--- src/rtl/nandn_filt_xloop_xcontrol.sv ---
// Multi-channel NIN-input NAND brick with registered, deglitched outputs for control-loop paths.
// Each channel samples its NAND result, then moves o only after FILT stable cycles.
module nandn_filt_xloop_xcontrol #(
    parameter int NIN      = 2,
    parameter int CHANNELS = 4,
    parameter int FILT     = 3
) (
    input  logic                      CELCLK,
    input  logic                      CELRSTN,
    input  logic                      CELV,
    input  logic                      CELG,
    input  logic                      SUB,
    input  logic                      en,
    input  logic [CHANNELS*NIN-1:0]   i,
    output logic [CHANNELS-1:0]       o,
    output logic [CHANNELS-1:0]       chg,
    output logic [CHANNELS-1:0]       busy
);

    localparam int CW = (FILT > 0) ? (($clog2(FILT + 1) > 0) ? $clog2(FILT + 1) : 1) : 1;
    localparam int CNT_LAST_I = (FILT > 0) ? (FILT - 1) : 0;
    localparam logic [CW-1:0] CNT_LAST = CW'(CNT_LAST_I);

    logic [CHANNELS-1:0] raw;
    logic [CHANNELS-1:0] s1_reg;
    logic [CHANNELS-1:0] o_reg;
    logic [CHANNELS-1:0] chg_reg;
    logic [CW-1:0]       cnt_reg [CHANNELS];

    // Supply pins are kept only for interface compatibility with the older brick.
    logic unused_supply;
    assign unused_supply = ^{CELV, CELG, SUB};

    for (genvar gi = 0; gi < CHANNELS; gi++) begin : g_chan
        assign raw[gi]  = ~&i[gi*NIN +: NIN];
        assign busy[gi] = s1_reg[gi] ^ o_reg[gi];
    end

    always_ff @(posedge CELCLK) begin
        if (!CELRSTN) begin
            s1_reg  <= '1;
            o_reg   <= '1;
            chg_reg <= '0;
            for (int c = 0; c < CHANNELS; c++) begin
                cnt_reg[c] <= '0;
            end
        end else begin
            s1_reg <= raw;
            for (int c = 0; c < CHANNELS; c++) begin
                if (!en) begin
                    chg_reg[c] <= 1'b0;
                end else if (FILT == 0) begin
                    o_reg[c]   <= s1_reg[c];
                    chg_reg[c] <= s1_reg[c] ^ o_reg[c];
                    cnt_reg[c] <= '0;
                end else if (s1_reg[c] == o_reg[c]) begin
                    // A bounce back to the current level abandons any partial qualification.
                    cnt_reg[c] <= '0;
                    chg_reg[c] <= 1'b0;
                end else if (cnt_reg[c] == CNT_LAST) begin
                    o_reg[c]   <= s1_reg[c];
                    cnt_reg[c] <= '0;
                    chg_reg[c] <= 1'b1;
                end else begin
                    cnt_reg[c] <= cnt_reg[c] + CW'(1);
                    chg_reg[c] <= 1'b0;
                end
            end
        end
    end

    assign o   = o_reg;
    assign chg = chg_reg;

endmodule

--- config.mk ---
export PLATFORM = sky130hd
export DESIGN_NAME = nandn_filt_xloop_xcontrol
export DESIGN_NICKNAME = d
export VERILOG_FILES = /design/src/rtl/nandn_filt_xloop_xcontrol.sv
export SDC_FILE = /design/constraint.sdc
export NUM_CORES = 1
export LEC_CHECK = 0
export ABC_AREA = 0
export BUFFER_PORTS_ARGS = -buffer_cell sky130_fd_sc_hd__buf_4
export CAP_MARGIN = 40
export CORE_ASPECT_RATIO = 1.25
export CORE_MARGIN = 3
export CORE_UTILIZATION = 47
export DETAILED_ROUTE_END_ITERATION = 7
export GPL_ROUTABILITY_DRIVEN = 1
export MAX_ROUTING_LAYER = met4
export PLACE_DENSITY = 0.82
export RECOVER_POWER = 100
export SETUP_SLACK_MARGIN = 0.02
export SLEW_MARGIN = 5
export SYNTH_ARGS = -nofsm -noshare
export SYNTH_HDL_FRONTEND = slang
export SYNTH_SLANG_ARGS = --single-unit
--- constraint.sdc ---
create_clock -name CELCLK -period 1.5 [get_ports CELCLK]
set_clock_uncertainty 0.15 [all_clocks]
set_input_delay 0.225 -clock CELCLK [delete_from_list [all_inputs] [get_ports CELCLK]]
set_output_delay 0.225 -clock CELCLK [all_outputs]
set_load 0.01 [all_outputs]
**Word-level counts from Yosys, hierarchy flattened**

Memory sizes are Yosys's and may differ from the RTL's.
Index checks and enable logic that the tools add are counted.

- Add/sub/neg operators: 4
- Multiply operators: 0
- Div/mod/pow operators: 0
- Order comparisons: 0
- Eq/ne operators: 8
- Shifts and indexed selects: 0
- Muxes and demuxes: 69
- Bitwise logic cells: 20
- Reductions and logical operators: 12

Operators by type and width:

| operator | count |
|---|---|
| $mux W1 | 57 |
| $mux W2 | 12 |
| $or A1 B1 Y1 | 12 |
| $reduce_and A3 Y1 | 4 |
| $add A2 B1 Y2 const B | 4 |
| $eq A2 B2 Y1 const B | 4 |
| $reduce_and A2 Y1 | 4 |
| $eq A1 B1 Y1 | 4 |
| $logic_not A1 Y1 | 4 |
| $not A1 Y1 | 4 |
| $xor A1 B1 Y1 | 4 |

- Register bits: 12
- Latch bits: 0
- RAM bits: 8
- Bits in read-only memories: 0
- Bits of input ports: 14
- Logic and storage cells: 120
- Memories: 1

Memory list:

| memory | words | bits a word | rd ports | clocked after memory_dff | wr ports | line | source |
|---|---|---|---|---|---|---|---|
| cnt_reg | 4 | 2 | 4 | 0 | 4 | 28 | `logic [CW-1:0] cnt_reg [CHANNELS];` |

**Longest topological paths before layout**

Gate-level depths: netlist of run 1.

- Depth after elaboration: 8
- Depth in mapped cells: 4
- Depth with buffers taken out: 4

**Worst setup path before layout of run 1**

Ideal clock, no wire load.

- Path type: reg2reg
- From: memory cnt_reg[0][0] (netlist name)
- To: memory cnt_reg[0][1] (netlist name) (data pin)
- Setup time: 0.176 ns
- Arrival: 0.867 ns
- Data required time: 1.174 ns
- Setup slack: 0.307 ns
- Cell stages (with the launch flop): 4
- Period minus slack after synthesis: 1.193 ns
- Cell sequence: edfxtp_1 inv_1 ha_1 nor4_1

RTL lines:

| item | line |
|---|---|
| start, declared | 28 |

**Final worst setup path of run 1**

- From: register s1_reg[2]
- To: output busy[2]

- Longest elaborated chain between the ends: 1

Ends and longest elaborated chain:

| item | line | source |
|---|---|---|
| start, declared | 25 | `logic [CHANNELS-1:0] s1_reg;` |
| start signal, assigned | 48 | `s1_reg <= raw;` |
| $xor A1 B1 Y1 | 36 | `assign busy[gi] = s1_reg[gi] ^ o_reg[gi];` |
| end, declared | 17 | `output logic [CHANNELS-1:0] busy` |

Every way passes these cells.

==> results of run 1 <==
## critical path, stage by stage, from the launching register on
cell	delay, ps
dfxtp_2	350
xnor2_2	210
inv_1	110
buf_6	130
## path summary, 6_finish.rpt
check,depth (start not counted),start,slack (ps),endpoint
worst max-delay path,3,s1_reg[2],20,busy[2]
worst min-delay path,2,CELRSTN,10,o[0]
worst max register to register,3,cnt_reg[0][0],140,cnt_reg[0][1]
worst min register to register,2,o[0],400,o[0]
## cells in the final DEF, fill, tap and decap left out
master and instances:
and3_1 4, bufinv_16 1, a21oi_1 4, buf_6 4, inv_2 2, dlygate4sd3_1 8, nand2_2 1, clkbuf_1 5
nand2b_1 1, inv_1 6, dfxtp_2 7, ha_1 4, dfxtp_1 5, xnor2_2 3, clkbuf_4 3, edfxtp_1 8
xnor2_4 1, and3b_1 4, nand3_1 4, o21ai_1 4, nor4_1 8, and2_1 1, buf_4 17
## per-stage QoR
stage	utilization	TNS (ps)	cell area (um^2)	worst slack [ps]	hold slack, ps
after detailed placement	0.6147	0	972.2	218.9	270.6
final	0.7468	0	1181	18.73	14.40
after floorplan	-	0	799.5	306.9	159.2
after global placement	0.6147	0	972.2	280.5	266.5
after CTS	0.7271	0	1150	29.24	19.68
after global routing	0.7468	-29.37	1181	-29.37	17.82
## power groups by stage
stage,clock (mW),sequential (mW),combinational (mW)
2_1_floorplan,0,0.600,0.0479
3_3_place_gp,0,0.601,0.0817
3_5_place_dp,0,0.602,0.0844
4_1_cts,0.447,0.591,0.106
5_1_grt,0.476,0.595,0.128
6_report,0.446,0.593,0.115
## per-layer routing
layer  vias up  GRT usage  wire, um
li1        319          -         -
met1       289     0.1652       606
met2        19     0.2925       831
met3         4    0.02768        79
met4         0    0.06218        36
met5         -          -         0
## kinds of logic (layout without fill, tap and decap cells)
| group | Yosys count | after routing |
|---|---|---|
| xor+xnor | 4 | 4 |
| flops | 20 | 20 |
| compound gates | 8 | 8 |
| simple gates | 23 | 23 |
| buf+inv | 10 | 46 |
| fa+ha+maj | 4 | 4 |
## final cells by class
class                      instances  share of cell area
clock buffer                       3             0.01907
multi-input combinational         39              0.2669
clock inverter                     1             0.02542
sequential                        20              0.4142
timing repair buffer              34              0.2299
tap                               18             0.01907
inverter                           8             0.02542
## timing repair
item	CTS	global route
resized for setup	9	9
setup buffers	1	3
hold buffers	8	0
setup endpoints to repair	4	5
pin swaps	2	3
endpoints found under the hold margin	4	0
==> summary.md, run 1 <==
| Metric | Value |
|---|---|
| Status | `complete, no violations` |
| Cts bufs inserted | `3` |
| Yosys reg bits | `20` |
| Non-filler instance count after layout | `123` |
| Global Route Usage Sum | `0.1587` |
| Vias in the first global route | `600` |
| First-pass GRT wire length | `2587 um` |
| Layout cell share with drive strength beyond 1 | `0.3714` |
| Filler instances | `100` |
| Final HPWL DP | `988.6 um` |
| Setup-failing EPs final | `0` |
| Grt ovf | `0` |
| Yosys warns | `0` |
| Clock H-tree levels | `1` |
| Starting Density | `0.5055` |
| Largest area contributor in the netlist | `dfxtp_1` |
| Mux cell area share after synthesis | `0` |
| Post-synth ARST share | `0` |
| N_diodes | `0` |
| DRC Markers | `0` |
| Setup Crit Path Kind | `reg2out` |
| Avg WL per Cell | `12.63 um` |
| Flop pwr share | `0.514` |
| Placer Congestion | `0.7069` |
| Syn-to-layout area delta | `47.73%` |
| DIE WIDTH | `42.89 um` |
| CP startpoint kind | `flop` |
| Root buf cell | `clkbuf_4` |
| Gate power share | `0.100` |
| Placed cells | `107` |
| Tightest Pin Transition | `432.6 ps` |
| Post-DR vias/cell | `5.130` |
| Ports | `26` |
| Power Total | `1.154 mW` |
| Sw Share | `0.2050` |
| Largest net degree at the start of global routing | `13` |
| Clock latency on the worst-skew pair | `300 ps` |
| Pre-Repair DR Iteration Count | `4` |
| Worst-path clk slew | `120 ps` |
| Max reg flops | `8` |
| Post-layout min period | `1481 ps` |
| CP Data Arrival Time | `1110 ps` |
| Compound-Gate Fraction of Synth Area | `0.05008` |
| Die height | `52.12 um` |
| Period utilization | `0.9875` |
| Pleak | `0.5335 nW` |
| Dominant synthesized flop cell | `dfxtp_1` |
| Commonest cells post-synth | `dfxtp_1, edfxtp_1, inv_1, nor4_1` |
| Internal Power | `0.9172 mW` |
| Die Area | `2235 um^2` |
| Pins Over Slew Limit | `0` |
| Core Region | `1582 um^2` |
| Syn Area/Cell | `11.59 um^2` |
| Number of flops mapped to enable cells by yosys | `8` |
| Register area | `489.2 um^2` |
| Yosys top cell area share | `0.3005` |
| Row Count | `16` |
| Adder-Cell Fraction of Synth Area | `0.06260` |
| Maximum VDD drop | `813.0 uV` |
| Highest net fanout along the worst path | `3` |
| Power per cell area | `976.7 nW/um^2` |
| FMAX | `675.1 MHz` |
| Post-Syn Nets | `87` |
| Synth cell types | `15` |
| Switching power total | `0.2365 mW` |
| Clock Path Buffers | `2` |
| Main combinational cell family by area after synthesis | `simple AND/OR/NAND/NOR gates` |
| Worst hold path type | `in2reg` |
| Share of power burned in the clock network | `0.386` |
| Sequential-to-total area share from yosys stat | `0.6009` |
| Simple-Gate Fraction of Synth Area | `0.1862` |
| Initial antenna violation count | `0` |
| Nets | `124` |
| Clock Sinks | `20` |
| Max Cap Viol | `0` |
| Routed Antenna Nets | `0` |
| Mapped Area | `799.5 um^2` |
| Hold Fails Final Rpt | `0` |
| Via count | `631` |
| Dominant cells by area after synthesis | `dfxtp_1, edfxtp_1, ha_1` |
| Drt total wl | `1553 um` |
| Critical Path RT | `1120 ps` |
| Worst Setup End Kind | `primary output` |
| Multi-input logic area | `315.3 um^2` |
| Top-count cell post-synth | `dfxtp_1` |
| XOR/XNOR Fraction of Synth Area | `0.04382` |
| Syn Inst Count | `69` |
| Initial DRC count | `10` |
| CTS tree | `built` |
| Slew margin rel. | `0.7116` |
| Setup repair after global routing missed its margin | `yes` |
| Port Buf Inserts | `22` |
Power figures use the tool's default switching activity.
==> run 2, diff against run 1 <==
CORE_ASPECT_RATIO = unset   (was 1.25)
CORE_UTILIZATION = 51   (was 47)
GPL_TIMING_DRIVEN = 1   (was unset)
PLACE_DENSITY = 0.87   (was 0.82)
clock period = 1.92 ns   (was 1.5 ns; I/O delays follow)
==> summary.md, run 2 (synthesis results as in run 1) <==
| Metric | Value |
|---|---|
| Worst R2R Start | `cnt_reg[0][0]` |
| Post-Route M1 WL | `567 um (-6.4%)` |
| Setup repair after global routing missed its margin | `no` |
| DIE WIDTH | `45.60 um (+6.3%)` |
| Pleak | `0.4360 nW (-18%)` |
| Global Route Usage Sum | `0.1465 (-0.01220)` |
| Worst Hold End | `s1_reg[1]` |
| Syn-to-layout area delta | `19.56%` |
| CP max stage delay | `350 ps (about the same)` |
| Die Area | `2079 um^2 (-7.0%)` |
| Drt total wl | `1249 um (-20%)` |
| Worst hold path type | `in2reg` |
| Hold path cells | `2 (unchanged)` |
| Grt ovf | `0 (unchanged)` |
| Non-filler instance count after layout | `108 (-12%)` |
| Avg WL per Cell | `11.56 um (-8.4%)` |
| Status | `complete, no violations` |
| Worst Min Path Start | `i[3]` |
| WP depth | `3 (unchanged)` |
| Cts bufs inserted | `3 (unchanged)` |
| Tightest Pin Transition | `397.1 ps (-35.47 ps)` |
| Clock Path Buffers | `2 (unchanged)` |
| Worst Setup End Kind | `primary output` |
| Die height | `45.60 um (-13%)` |
| Hold Fails Final Rpt | `0 (unchanged)` |
| Post-DR vias/cell | `5.167 (+0.71%)` |
| Largest net degree at the start of global routing | `12 (-1)` |
| CP startpoint kind | `flop` |
| Pins Over Slew Limit | `0 (unchanged)` |
| Maximum VDD drop | `433.2 uV (-47%)` |
| Worst-path clk slew | `110 ps (about the same)` |
| Core Region | `1383 um^2 (-13%)` |
| Commonest non-fill, non-tap cells in the layout | `clkbuf_1, dfxtp_1, buf_4` |
| Clock latency on the worst-skew pair | `290 ps (about the same)` |
| Critical Path RT | `1480 ps (+360 ps)` |
| Initial antenna violation count | `0 (unchanged)` |
| Cts repair resizes | `0 (-9)` |
| DR top layer | `met4` |
| Period utilization | `0.8423` |
| Pre-Repair DR Iteration Count | `6 (+2)` |
| Setup-failing EPs final | `0 (unchanged)` |
| Root buf cell | `clkbuf_4` |
| First-pass GRT wire length | `2125 um (-18%)` |
| CP max stage cell | `dfxtp_1` |
| Met3 wire len | `109 um (+38%)` |
| Max Cap Viol | `0 (unchanged)` |
| R2R Setup Slk | `630 ps (+490 ps)` |
| Via count | `558 (-12%)` |
| Most common cell after layout, fill and taps aside | `clkbuf_1` |
| Worst R2R End | `cnt_reg[0][1]` |
| Final HPWL DP | `989.2 um (about the same)` |
| Postcts setup bufs | `0 (-1)` |
| Crit path from | `o[2]` |
| Routed Antenna Nets | `0 (unchanged)` |
| Power per cell area | `797.2 nW/um^2 (-18%)` |
| FMAX | `618.3 MHz` |
| Hold_buf cts | `0 (-8)` |
| CTS tree | `built` |
| N_diodes | `0 (unchanged)` |
| Layout cell share with drive strength beyond 1 | `0.1505 (-0.2209)` |
| Highest net fanout along the worst path | `3 (unchanged)` |
| DRC Markers | `0 (unchanged)` |
| Nets | `112 (-9.7%)` |
| Post-layout min period | `1617 ps` |
| Port Buf Inserts | `22 (unchanged)` |
| Met2 wire length | `548 um (-34%)` |
| Vias in the first global route | `509 (-15%)` |
| Slew margin rel. | `0.7352 (+0.02365)` |
| Sum Neg Setup Slack | `0 ps (unchanged)` |
| Setup Crit Path Kind | `reg2out` |
| Clock H-tree levels | `1 (unchanged)` |
| R2R cell count | `3 (unchanged)` |
| Placed cells | `104 (-2.8%)` |
| Largest delay contributor family on the critical path | `flip-flops` |
| Row Count | `13 (-3)` |
| CP Data Arrival Time | `1180 ps (+70 ps)` |
| Placer Congestion | `0.7226 (+2.2%)` |
| Ports | `26 (unchanged)` |
| Critical path buffers and inverters | `2 (unchanged)` |
| Crit path cell chain | `xnor2_1 -> inv_1 -> clkbuf_1` |
| Max reg flops | `8 (unchanged)` |
| Initial DRC count | `7 (-3)` |
| Clock Sinks | `20 (unchanged)` |
| Starting Density | `0.5783 (+0.07274)` |
[run 2: cell types whose count changed in the layout (fill, tap and decap cells not counted), sizes merged]
cell,before,now
dlygate4sd3,8,0
clkbuf,8,17
buf,21,9
bufinv,1,0
[run 2: how the worst max path moves through the flow]
stage	to	slack [ps]
6_report	busy[2]	300
5_1_grt	busy[3]	240
4_1_cts	busy[2]	280
3_5_place_dp	busy[2]	620
3_3_place_gp	busy[2]	670
2_1_floorplan	cnt_reg[0][1]	730
[run 2: power by group]
| group | internal, mW | total [mW] | switching [mW] |
|---|---|---|---|
| combinational | 0.0273 | 0.0603 | 0.0331 |
| sequential | 0.454 | 0.460 | 0.00624 |
| clock | 0.116 | 0.242 | 0.126 |
| total | 0.597 | 0.762 | 0.165 |
[run 2: through the flow]
stage | setup WS, ps | hold slack [ps] | util | power [mW] | instance area (um^2)
after CTS | 279.0 | 13.78 | 0.7267 | 0.7700 | 1005
after global placement | 670.2 | 328.1 | 0.7005 | 0.5332 | 968.4
after floorplan | 726.9 | 222.2 | - | 0.5063 | 799.5
after global routing | 238.2 | 4.588 | 0.6914 | 0.7945 | 955.9
final | 302.7 | 11.72 | 0.6914 | 0.7620 | 955.9
after detailed placement | 617.4 | 335.4 | 0.7005 | 0.5364 | 968.4
[run 2: worst reg2reg max path, cell delays in order, from the launching register on]
cell	delay [ps]
edfxtp_1	420
inv_1	80
ha_1	220
nor4_1	250
[run 2: layout make-up]
cell class / instances / area [um^2]
multi-input combinational: 39 / 274.0
tap: 15 / 18.77
fill: 112 / 426.7
timing repair buffer: 22 / 116.4
inverter: 8 / 30.03
sequential: 20 / 480.5
clock buffer: 4 / 36.28
[run 2: per-layer routing]
layer | vias to the layer above | track usage
met5 | - | -
met3 | 5 | 0.03557
li1 | 298 | -
met1 | 234 | 0.1859
met4 | 0 | 0.07018
met2 | 21 | 0.2173
